<file path="src/rtl/hs_ram_arbiter.sv">
// Arbiter for the work-RAM secondary port shared by the hiscore engine (req 0)
// and the OSD/debug dumper (req 1). Pauses the core, waits for vblank plus a
// settle delay, grants one owner, drains in-flight reads on release and hands
// over or releases the pause.
module hs_ram_arbiter #(
    parameter int unsigned AW     = 16,
    parameter int unsigned DW     = 8,
    parameter int unsigned SETTLE = 4,
    parameter int unsigned RD_LAT = 1
) (
    input  logic            clk,
    input  logic            reset_n,
    input  logic            vblank,
    input  logic            ext_pause,
    input  logic [1:0]      req,
    output logic [1:0]      gnt,
    input  logic [1:0]      cmd_valid,
    input  logic [1:0]      cmd_we,
    input  logic [2*AW-1:0] cmd_addr,
    input  logic [2*DW-1:0] cmd_wdata,
    output logic [1:0]      rd_valid,
    output logic [DW-1:0]   rd_data,
    output logic [AW-1:0]   ram_addr,
    output logic [DW-1:0]   ram_wdata,
    output logic            ram_we,
    input  logic [DW-1:0]   ram_rdata,
    output logic            core_pause
);

    localparam int unsigned CW = (SETTLE > 1) ? $clog2(SETTLE) : 1;
    localparam logic [CW-1:0] CntInit = CW'((SETTLE > 0) ? SETTLE - 1 : 0);

    typedef enum logic [2:0] {StIdle, StPauseWait, StSettle, StGrant, StDrain} state_e;

    state_e              state_q;
    logic                owner_q;
    logic                last_owner_q;
    logic                arb_pause_q;
    logic [CW-1:0]       cnt_q;
    // Read tag pipeline: two bits (one per requester) per stage, newest in [1:0]
    logic [2*RD_LAT+1:0] rd_sr_q;

    logic          other;
    logic          own_req;
    logic          oth_req;
    logic          pick;
    logic [1:0]    own_oh;
    logic [1:0]    oth_oh;
    logic [1:0]    take_vec;
    logic          take;
    logic          take_we;
    logic [1:0]    issue_vec;
    logic [AW-1:0] sel_addr;
    logic [DW-1:0] sel_wdata;
    logic          drain_busy;

    // Request decode, owner selection and command acceptance
    always_comb begin
        other     = ~owner_q;
        own_req   = req[owner_q];
        oth_req   = req[other];
        // With both requesting, the one that did not own last goes first
        pick      = (req == 2'b11) ? ~last_owner_q : req[1];
        own_oh    = 2'b01 << owner_q;
        oth_oh    = 2'b01 << other;
        // gnt is one-hot, so this only ever passes the owner's strobe
        take_vec  = gnt & cmd_valid;
        take      = |take_vec;
        take_we   = cmd_we[owner_q];
        issue_vec = take_vec & ~cmd_we;
        sel_addr  = owner_q ? cmd_addr[2*AW-1:AW] : cmd_addr[AW-1:0];
        sel_wdata = owner_q ? cmd_wdata[2*DW-1:DW] : cmd_wdata[DW-1:0];
        // Reads still to come after this cycle; the oldest stage is on rd_valid now
        drain_busy = |rd_sr_q[2*RD_LAT-1:0];
    end

    assign rd_valid   = rd_sr_q[2*RD_LAT +: 2];
    assign rd_data    = ram_rdata;
    assign core_pause = ext_pause | arb_pause_q;

    // Arbitration FSM, RAM command register and read tag pipeline
    always_ff @(posedge clk) begin
        if (!reset_n) begin
            state_q      <= StIdle;
            owner_q      <= 1'b0;
            last_owner_q <= 1'b1;
            arb_pause_q  <= 1'b0;
            cnt_q        <= '0;
            gnt          <= 2'b00;
            ram_we       <= 1'b0;
            ram_addr     <= '0;
            ram_wdata    <= '0;
            rd_sr_q      <= '0;
        end else begin
            ram_we  <= take & take_we;
            rd_sr_q <= {rd_sr_q[2*RD_LAT-1:0], issue_vec};
            if (take) begin
                ram_addr  <= sel_addr;
                ram_wdata <= sel_wdata;
            end

            unique case (state_q)
                StIdle: begin
                    if (|req) begin
                        owner_q     <= pick;
                        state_q     <= StPauseWait;
                        arb_pause_q <= 1'b1;
                    end
                end
                StPauseWait: begin
                    if (!own_req) begin
                        if (oth_req) begin
                            owner_q <= other;
                        end else begin
                            state_q     <= StIdle;
                            arb_pause_q <= 1'b0;
                        end
                    end else if (vblank) begin
                        if (SETTLE == 0) begin
                            state_q <= StGrant;
                            gnt     <= own_oh;
                        end else begin
                            state_q <= StSettle;
                            cnt_q   <= CntInit;
                        end
                    end
                end
                StSettle: begin
                    if (!own_req) begin
                        if (oth_req) begin
                            owner_q <= other;
                        end else begin
                            state_q     <= StIdle;
                            arb_pause_q <= 1'b0;
                        end
                    end else if (cnt_q == '0) begin
                        state_q <= StGrant;
                        gnt     <= own_oh;
                    end else begin
                        cnt_q <= cnt_q - CW'(1);
                    end
                end
                StGrant: begin
                    if (!own_req) begin
                        gnt          <= 2'b00;
                        state_q      <= StDrain;
                        last_owner_q <= owner_q;
                    end
                end
                StDrain: begin
                    if (!drain_busy) begin
                        // Core is already paused and RAM quiet: hand over without vblank
                        if (oth_req) begin
                            owner_q <= other;
                            gnt     <= oth_oh;
                            state_q <= StGrant;
                        end else begin
                            state_q     <= StIdle;
                            arb_pause_q <= 1'b0;
                        end
                    end
                end
                default: state_q <= StIdle;
            endcase
        end
    end

endmodule

</file>
<file path="config.mk">
export PLATFORM = sky130hd
export DESIGN_NAME = hs_ram_arbiter
export DESIGN_NICKNAME = d
export VERILOG_FILES = /design/src/rtl/hs_ram_arbiter.sv
export SDC_FILE = /design/constraint.sdc
export NUM_CORES = 1
export LEC_CHECK = 0
export CAP_MARGIN = 0
export CORE_MARGIN = 5
export CORE_UTILIZATION = 45
export CTS_BUF_LIST = sky130_fd_sc_hd__clkbuf_2 sky130_fd_sc_hd__clkbuf_4 sky130_fd_sc_hd__clkbuf_8
export CTS_CLUSTER_DIAMETER = 30
export DETAILED_ROUTE_END_ITERATION = 8
export PLACE_DENSITY = 0.88
export SETUP_SLACK_MARGIN = 0.1
export SLEW_MARGIN = 20
export SYNTH_ARGS = -nofsm -noshare
export SYNTH_HDL_FRONTEND = slang
export SYNTH_SLANG_ARGS = --single-unit
</file>
<file path="constraint.sdc">
create_clock -name clk -period 2.5 [get_ports clk]
set_clock_uncertainty 0.1 [all_clocks]
set_input_delay 0.5 -clock clk [delete_from_list [all_inputs] [get_ports clk]]
set_output_delay 0.5 -clock clk [all_outputs]
set_load 0.02 [all_outputs]
</file>
==> reports/results.tsv, run 1 <==
metric	value	unit
critical path fanouts, max	1	
WL/cell	15.2	um
post-DR vias/cell	5.41	
average footprint of a synthesized cell	8.87	sq um
power density over cell area	789	nW/um^2
Nets	376	
simple logic cell fraction of the synthesized area	17.8	%
Resized cells post-CTS	0	
proportion of power drawn by the clock network	19.6	%
run status	completed	
class of the tightest hold or removal check	reg2reg	
pin count of the biggest net entering global routing	50	
net switching power	862	uW
dominant combinational cell family by area after synthesis	compound AO/OA/AOI/OAI gates	
initial antenna violation count	0	
number of clock buffers inserted by TritonCTS	5	
detailed placer's ending HPWL	4200	um
share of Yosys cell area claimed by the top area cell type	36.8	%
# IOs	104	
die width	78.7	um
area of the placeable core	4660	sq um
Die Y-Extent	78.7	um
cells along the critical path	clkdlybuf4s50_1 > or2_2 > clkdlybuf4s50_1	
share of the synthesized area in compound gates (AO/OA/AOI/OAI)	21.3	%
CTS root buffer	clkbuf_8	
post-CTS setup buffer count	0	
number of H-tree levels	2	
global router's overall resource usage	18.4	%
vias after detailed routing	1971	
Post-route DRC	0	
critical path start-end classification	in2out	
CTS tree	built	
Critical Path Slowest Stage Cell	clkdlybuf4s50_1	
family with the most delay on the worst path	buffers and inverters	
number of maximum-capacitance violations	0	
commonest non-fill, non-tap cell in the layout	clkdlybuf4s50_1	
commonest non-fill, non-tap cells in the layout	clkdlybuf4s50_1 (87), nand2_1 (40), dfxtp_1 (38)	
Initial Utilization	45.5	%
Post-Synth XOR/XNOR Area	1.24	%
share of synthesized area spent on multiplexers	13.5	%
Peak supply drop	466	uV
metal2 WL	2800	um
Clock Sink Count	39	
largest buffer count on any clock path	2	
share of total power consumed by net switching	35.9	%
synthesized instance count	239	
sequential power share	37.0	%
share of layout cells above drive strength 1	7.10	%
element type at the critical path end	output pin	
Yosys Warn Count	0	
iteration-0 DRC count of the detailed router	135	
std cell rows	25	
slew at the pin with the worst max-slew slack	0.543	ns
detailed-router iteration count before antenna repair	4	
Final Slew Violations	0	
WHS	0.390	ns
count of flip-flops with a built-in enable after synthesis	0	
cell type with the largest total area after synthesis	dfxtp_1	
R2R setup slack	0.51	ns
first-pass GRT wire length	9100	um
sequential-to-total area share from yosys stat	36.8	%
post-layout utilization of the core	65.3	%
leakage power of the design	1.38	nW
final number of setup-violating endpoints	0	
Clock transition at path regs	0.07	ns
Post-Route WL	5520	um
Adder-Cell Fraction of Synth Area	0.590	%
count of unique library cells instantiated by Yosys	41	
final worst slack	0.199	ns
clock latency on the worst-skew pair	0.28	ns
post-layout minimum cycle time	2.30	ns
overall power consumption	2.40	mW
I/O Buffers	87	
Most common cell on crit path	clkdlybuf4s50_1	
Slowest Stage Delay on Critical Path	0.54	ns
worst slack at placement	0.122	ns
layout overhead on the synthesized area	43.5	%
Inserted Diodes	0	
number of global-route vias before repair	2056	
Synth Net Count	306	
setup repair after global routing missed its margin	false	
upper clock frequency limit	435	MHz
dominant cells by area after synthesis	dfxtp_1 (37%), o211a_1 (12%), mux2i_1 (11%)	
power share of the combinational group	43.4	%
share of flip-flops with an asynchronous set or reset after synthesis	0	%
Critical Path Source Type	input port	
total standard cell area after synthesis	2120	sq um
CP required	1.90	ns
design internal power	1.54	mW
Primary FF master, synth	dfxtp_1	
relative max-transition margin	63.8	%
CP Buf/Inv Count	2	
final worst-path cycle share	92.1	%
WL met3	600	um
top layer used by detailed routing	met4	
residual antenna-violating net count after detailed routing	0	
endpoint arrival time on the critical path	1.70	ns
met1 layer wirelength in the final routing	2060	um
setup_tns	0	ns
hold_buf cts	0	
final estimated routing congestion in global placement	0.870	
number of inserted filler cells in the final layout	353	
post-synthesis register bit count	39	
grt ovf	0	
overall die area	6190	sq um
count of endpoints failing hold in the final timing report	0	
area by class of cell:
cell class | instances | area (sq um) | share of cell area, %
clock buffers | 8 | 104 | 3.41
inverters | 6 | 22.5 | 0.740
well taps | 54 | 67.6 | 2.22
multi-input cells | 164 | 1150 | 37.9
repair buffers | 93 | 916 | 30.1
flip-flops and latches | 39 | 782 | 25.7
cells in the mapped netlist (all sizes together), types with 2 or more instances:
cell type  number
a21boi          3
a21oi           6
and2            3
buf            21
clkbuf          9
dfxtp          39
inv             6
mux2            2
mux2i          25
nand2          40
nand2b          4
nand3           6
nand3b          2
nor2           10
nor2b           2
nor3            3
nor3b           4
o211a          25
o211ai          3
o21ai          10
o2bb2ai         2
or2             2
xnor2           2
worst register-to-register path: cells and delay by family (launching register included):
family | cells | cell delay [ns]
flip-flops | 1 | 0.67
AND/OR/NAND/NOR | 3 | 0.73
AO/OA/AOI/OAI | 2 | 0.44
state kept, by name (all words and copies together), names as in the netlist:
| register | count |
|---|---|
| cnt_q | 2 |
| arb_pause_q | 1 |
| ram_addr | 16 |
| gnt | 2 |
| last_owner_q | 1 |
| ram_we | 1 |
| rd_sr_q | 4 |
| owner_q | 1 |
| ram_wdata | 8 |
| state_q | 3 |
per-stage QoR:
| stage | instances | area, sq um |
|---|---|---|
| 4_1_cts | 364 | 3040 |
| 3_3_place_gp | 356 | 2940 |
| 6_report | 364 | 3040 |
| 3_5_place_dp | 356 | 2940 |
| 2_1_floorplan | 239 | 2120 |
| 5_1_grt | 364 | 3040 |
metal layers:
| layer | track usage (%) | up-vias |
|---|---|---|
| met1 | 18.2 | 925 |
| met4 | 7.52 | 0 |
| met2 | 32.9 | 76 |
| met5 | 0 | - |
| met3 | 8.72 | 4 |
| li1 | - | 966 |
kinds of logic after synthesis:
kind of cell,Yosys count
XOR/XNOR,3
flip-flops,39
multiplexers,27
AND/OR/NAND/NOR,79
AO/OA/AOI/OAI,54
buffers and inverters,36
adder cells (fa/ha/maj),1
worst paths after layout:
path	startpoint	to	cells after the start
hold / removal	rd_sr_q[1]	rd_sr_q[3]	1
hold reg to reg	rd_sr_q[1]	rd_sr_q[3]	1
setup reg to reg	state_q[0]	state_q[0]	5
setup / recovery	ext_pause	core_pause	3
power groups by stage:
| stage | Combinational [mW] | Sequential [mW] | Clock, mW |
|---|---|---|---|
| 6_report | 1.04 | 0.888 | 0.472 |
| 2_1_floorplan | 0.686 | 0.909 | 0 |
| 3_3_place_gp | 1.01 | 0.892 | 0 |
| 5_1_grt | 1.14 | 0.914 | 0.510 |
| 4_1_cts | 1.05 | 0.888 | 0.483 |
| 3_5_place_dp | 1.03 | 0.901 | 0 |
(Power assumes the default switching activity.)
==> run 2, diff against run 1 <==
==> constraint.sdc (replaced) <==
create_clock -name clk -period 2.5 [get_ports clk]
set_clock_uncertainty 0.1 [all_clocks]
set_input_delay 0.625 -clock clk [delete_from_list [all_inputs] [get_ports clk]]
set_output_delay 0.625 -clock clk [all_outputs]
set_load 0.02 [all_outputs]
==> run 2 against run 1 <==
Effect of this change:
- via count increased by 1.2%
- combinational power about the same
- fmax decreased by 0.86%
- critical path depth unchanged
- critical path type unchanged
- sequential share of layout area decreased by 0.14 points
- largest cell class unchanged
- register-to-register slack got worse by 0.03 ns
- worst hold slack got worse by 0.011 ns
- sequential power increased by 1%
- global-route usage decreased by 0.34 points
- clock power increased by 10%
- critical endpoint unchanged
- worst setup slack got worse by 0.020 ns
- highest routed layer unchanged
- clock-buffer cell count decreased by 2
==> reports/results.tsv, run 2 (same netlist as run 1, synthesis figures left out) <==
metric	value	unit	change
run status	completed		unchanged
number of maximum-capacitance violations	0		unchanged
slew at the pin with the worst max-slew slack	0.531	ns	was 0.543 ns
WL/cell	15.0	um	was 15.2 um
setup repair after global routing missed its margin	false		unchanged
relative max-transition margin	64.6	%	was 63.8%
final worst-path cycle share	92.9	%	was 92.1%
Clock transition at path regs	0.07	ns	about the same
grt ovf	0		unchanged
proportion of power drawn by the clock network	21.2	%	was 19.6%
share of layout cells above drive strength 1	7.40	%	was 7.10%
max reg flops	16		unchanged
post-layout utilization of the core	65.7	%	was 65.3%
final number of setup-violating endpoints	0		unchanged
net switching power	864	uW	was 862 uW
number of inserted filler cells in the final layout	338		was 353
die width	78.7	um	unchanged
reg-to-reg critical path startpoint	state_q[0]		unchanged
CP required	1.77	ns	was 1.90 ns
leakage power of the design	1.39	nW	was 1.38 nW
Initial Utilization	45.5	%	unchanged
CTS tree	built		unchanged
# IOs	104		unchanged
commonest non-fill, non-tap cell in the layout	clkdlybuf4s50_1		unchanged
final worst slack	0.179	ns	was 0.199 ns
worst min-delay path startpoint	cnt_q[0]		was rd_sr_q[1]
number of clock buffers inserted by TritonCTS	5		unchanged
Post-route DRC	0		unchanged
final estimated routing congestion in global placement	0.819		was 0.870
largest registers ranked by flip-flop count	ram_addr x16, ram_wdata x8, rd_sr_q x4		unchanged
endpoint arrival time on the critical path	1.60	ns	was 1.70 ns
CTS root buffer	clkbuf_8		unchanged
residual antenna-violating net count after detailed routing	0		unchanged
overall power consumption	2.45	mW	was 2.40 mW
detailed-router iteration count before antenna repair	4		unchanged
commonest non-fill, non-tap cells in the layout	clkdlybuf4s50_1 (86), nand2_1 (40), dfxtp_1 (38)		was clkdlybuf4s50_1 (87), nand2_1 (40), dfxtp_1 (38)
Critical R2R Capture	state_q[0]		unchanged
sequential power share	36.7	%	was 37.0%
GR peak layer	met2		unchanged
final standard cell area without fillers	3060	sq um	was 3040 sq um
critical path start-end classification	in2out		unchanged
critical path fanouts, max	1		unchanged
WHS	0.379	ns	was 0.390 ns
Clock Sink Count	39		unchanged
post-DR vias/cell	5.47		was 5.41
total placed cells including tap cells	358		was 356
Critical Path Source Type	input port		unchanged
overall die area	6190	sq um	unchanged
layout overhead on the synthesized area	44.3	%	was 43.5%
register area	782	sq um	unchanged
count of endpoints failing hold in the final timing report	0		unchanged
largest buffer count on any clock path	2		unchanged
count of cells along the worst register-to-register path	5		unchanged
number of H-tree levels	2		unchanged
class of the tightest hold or removal check	reg2reg		unchanged
vias after detailed routing	1995		was 1971
upper clock frequency limit	431	MHz	was 435 MHz
initial antenna violation count	0		unchanged
Peak supply drop	411	uV	was 466 uV
GR Util met3	9.06	%	was 8.72%
post-CTS setup buffer count	0		unchanged
Final Slew Violations	0		unchanged
area of the placeable core	4660	sq um	unchanged
I/O Buffers	87		unchanged
number of global-route vias before repair	2016		was 2056
startpoint of the most critical setup path	ext_pause		unchanged
routing usage on met1	18.6	%	was 18.2%
std cell rows	25		unchanged
Die Y-Extent	78.7	um	unchanged
design internal power	1.58	mW	was 1.54 mW
worst hold endpoint	cnt_q[0]		was rd_sr_q[3]
first-pass GRT wire length	8920	um	was 9100 um
power share of the combinational group	42.1	%	was 43.4%
Hold Path Cell Cnt	2		was 1
worst slack at placement	-0.0399	ns	was 0.122 ns
setup_tns	0	ns	unchanged
Post-Route WL	5470	um	was 5520 um
R2R setup slack	0.48	ns	was 0.51 ns
placed cell area	2960	sq um	was 2940 sq um
post-layout minimum cycle time	2.32	ns	was 2.30 ns
share of total power consumed by net switching	35.3	%	was 35.9%
Nets	378		was 376
global router's overall resource usage	18.1	%	was 18.4%
post-route insts no fill	365		was 364
power density over cell area	800	nW/um^2	was 789 nW/um^2
detailed placer's ending HPWL	4260	um	was 4200 um
pin count of the biggest net entering global routing	39		was 50
clock latency on the worst-skew pair	0.29	ns	was 0.28 ns
met2 usage	31.2	%	was 32.9%
element type at the critical path end	output pin		unchanged
most flop-heavy register	ram_addr		unchanged
iteration-0 DRC count of the detailed router	166		was 135
combined area of the multi-input logic cells	1150	sq um	unchanged
Inserted Diodes	0		unchanged
## run 2: cell types whose count changed in the layout (fill, tap and decap cells not counted), sizes merged
cell | previous run | this run
dlygate4sd2 | 0 | 1
clkdlybuf4s50 | 87 | 86
bufinv | 0 | 1
clkbuf | 8 | 6
buf | 6 | 8
## run 2: worst max path at each step
stage,end,cells after the start
3_3_place_gp,core_pause,3
6_report,core_pause,3
5_1_grt,core_pause,3
2_1_floorplan,state_q[0],6
4_1_cts,core_pause,3
3_5_place_dp,core_pause,3
## run 2: layer usage
| layer | up-vias | part of all wire [%] |
|---|---|---|
| li1 | 975 | - |
| met1 | 941 | 36 |
| met2 | 70 | 50 |
| met3 | 9 | 12 |
| met4 | 0 | 1.9 |
| met5 | - | 0 |
## run 2: power by group through the flow
| stage | logic (mW) | registers [mW] | clock network (mW) |
|---|---|---|---|
| after floorplan | 0.686 | 0.909 | 0 |
| after global placement | 1.00 | 0.903 | 0 |
| after detailed placement | 1.03 | 0.911 | 0 |
| after CTS | 1.04 | 0.899 | 0.526 |
| after global routing | 1.12 | 0.927 | 0.552 |
| final | 1.03 | 0.898 | 0.519 |
## run 2: what timing repair did
item                       CTS  global route
setup endpoints to repair    1             0
gates resized for setup      1             0
hold buffers                 0             0
## run 2: worst max-delay path, stage by stage
cell,delay (ns)
clkdlybuf4s50_1,0.38
or2_2,0.26
dlygate4sd2_1,0.32
## run 2: final cells by class
class | count | share of cell area [%]
clock buffers | 6 | 2.49
clock inverters | 1 | 0.981
inverters | 6 | 0.736
multi-input cells | 164 | 37.7
flip-flops and latches | 39 | 25.6
well taps | 54 | 2.21
repair buffers | 95 | 30.4
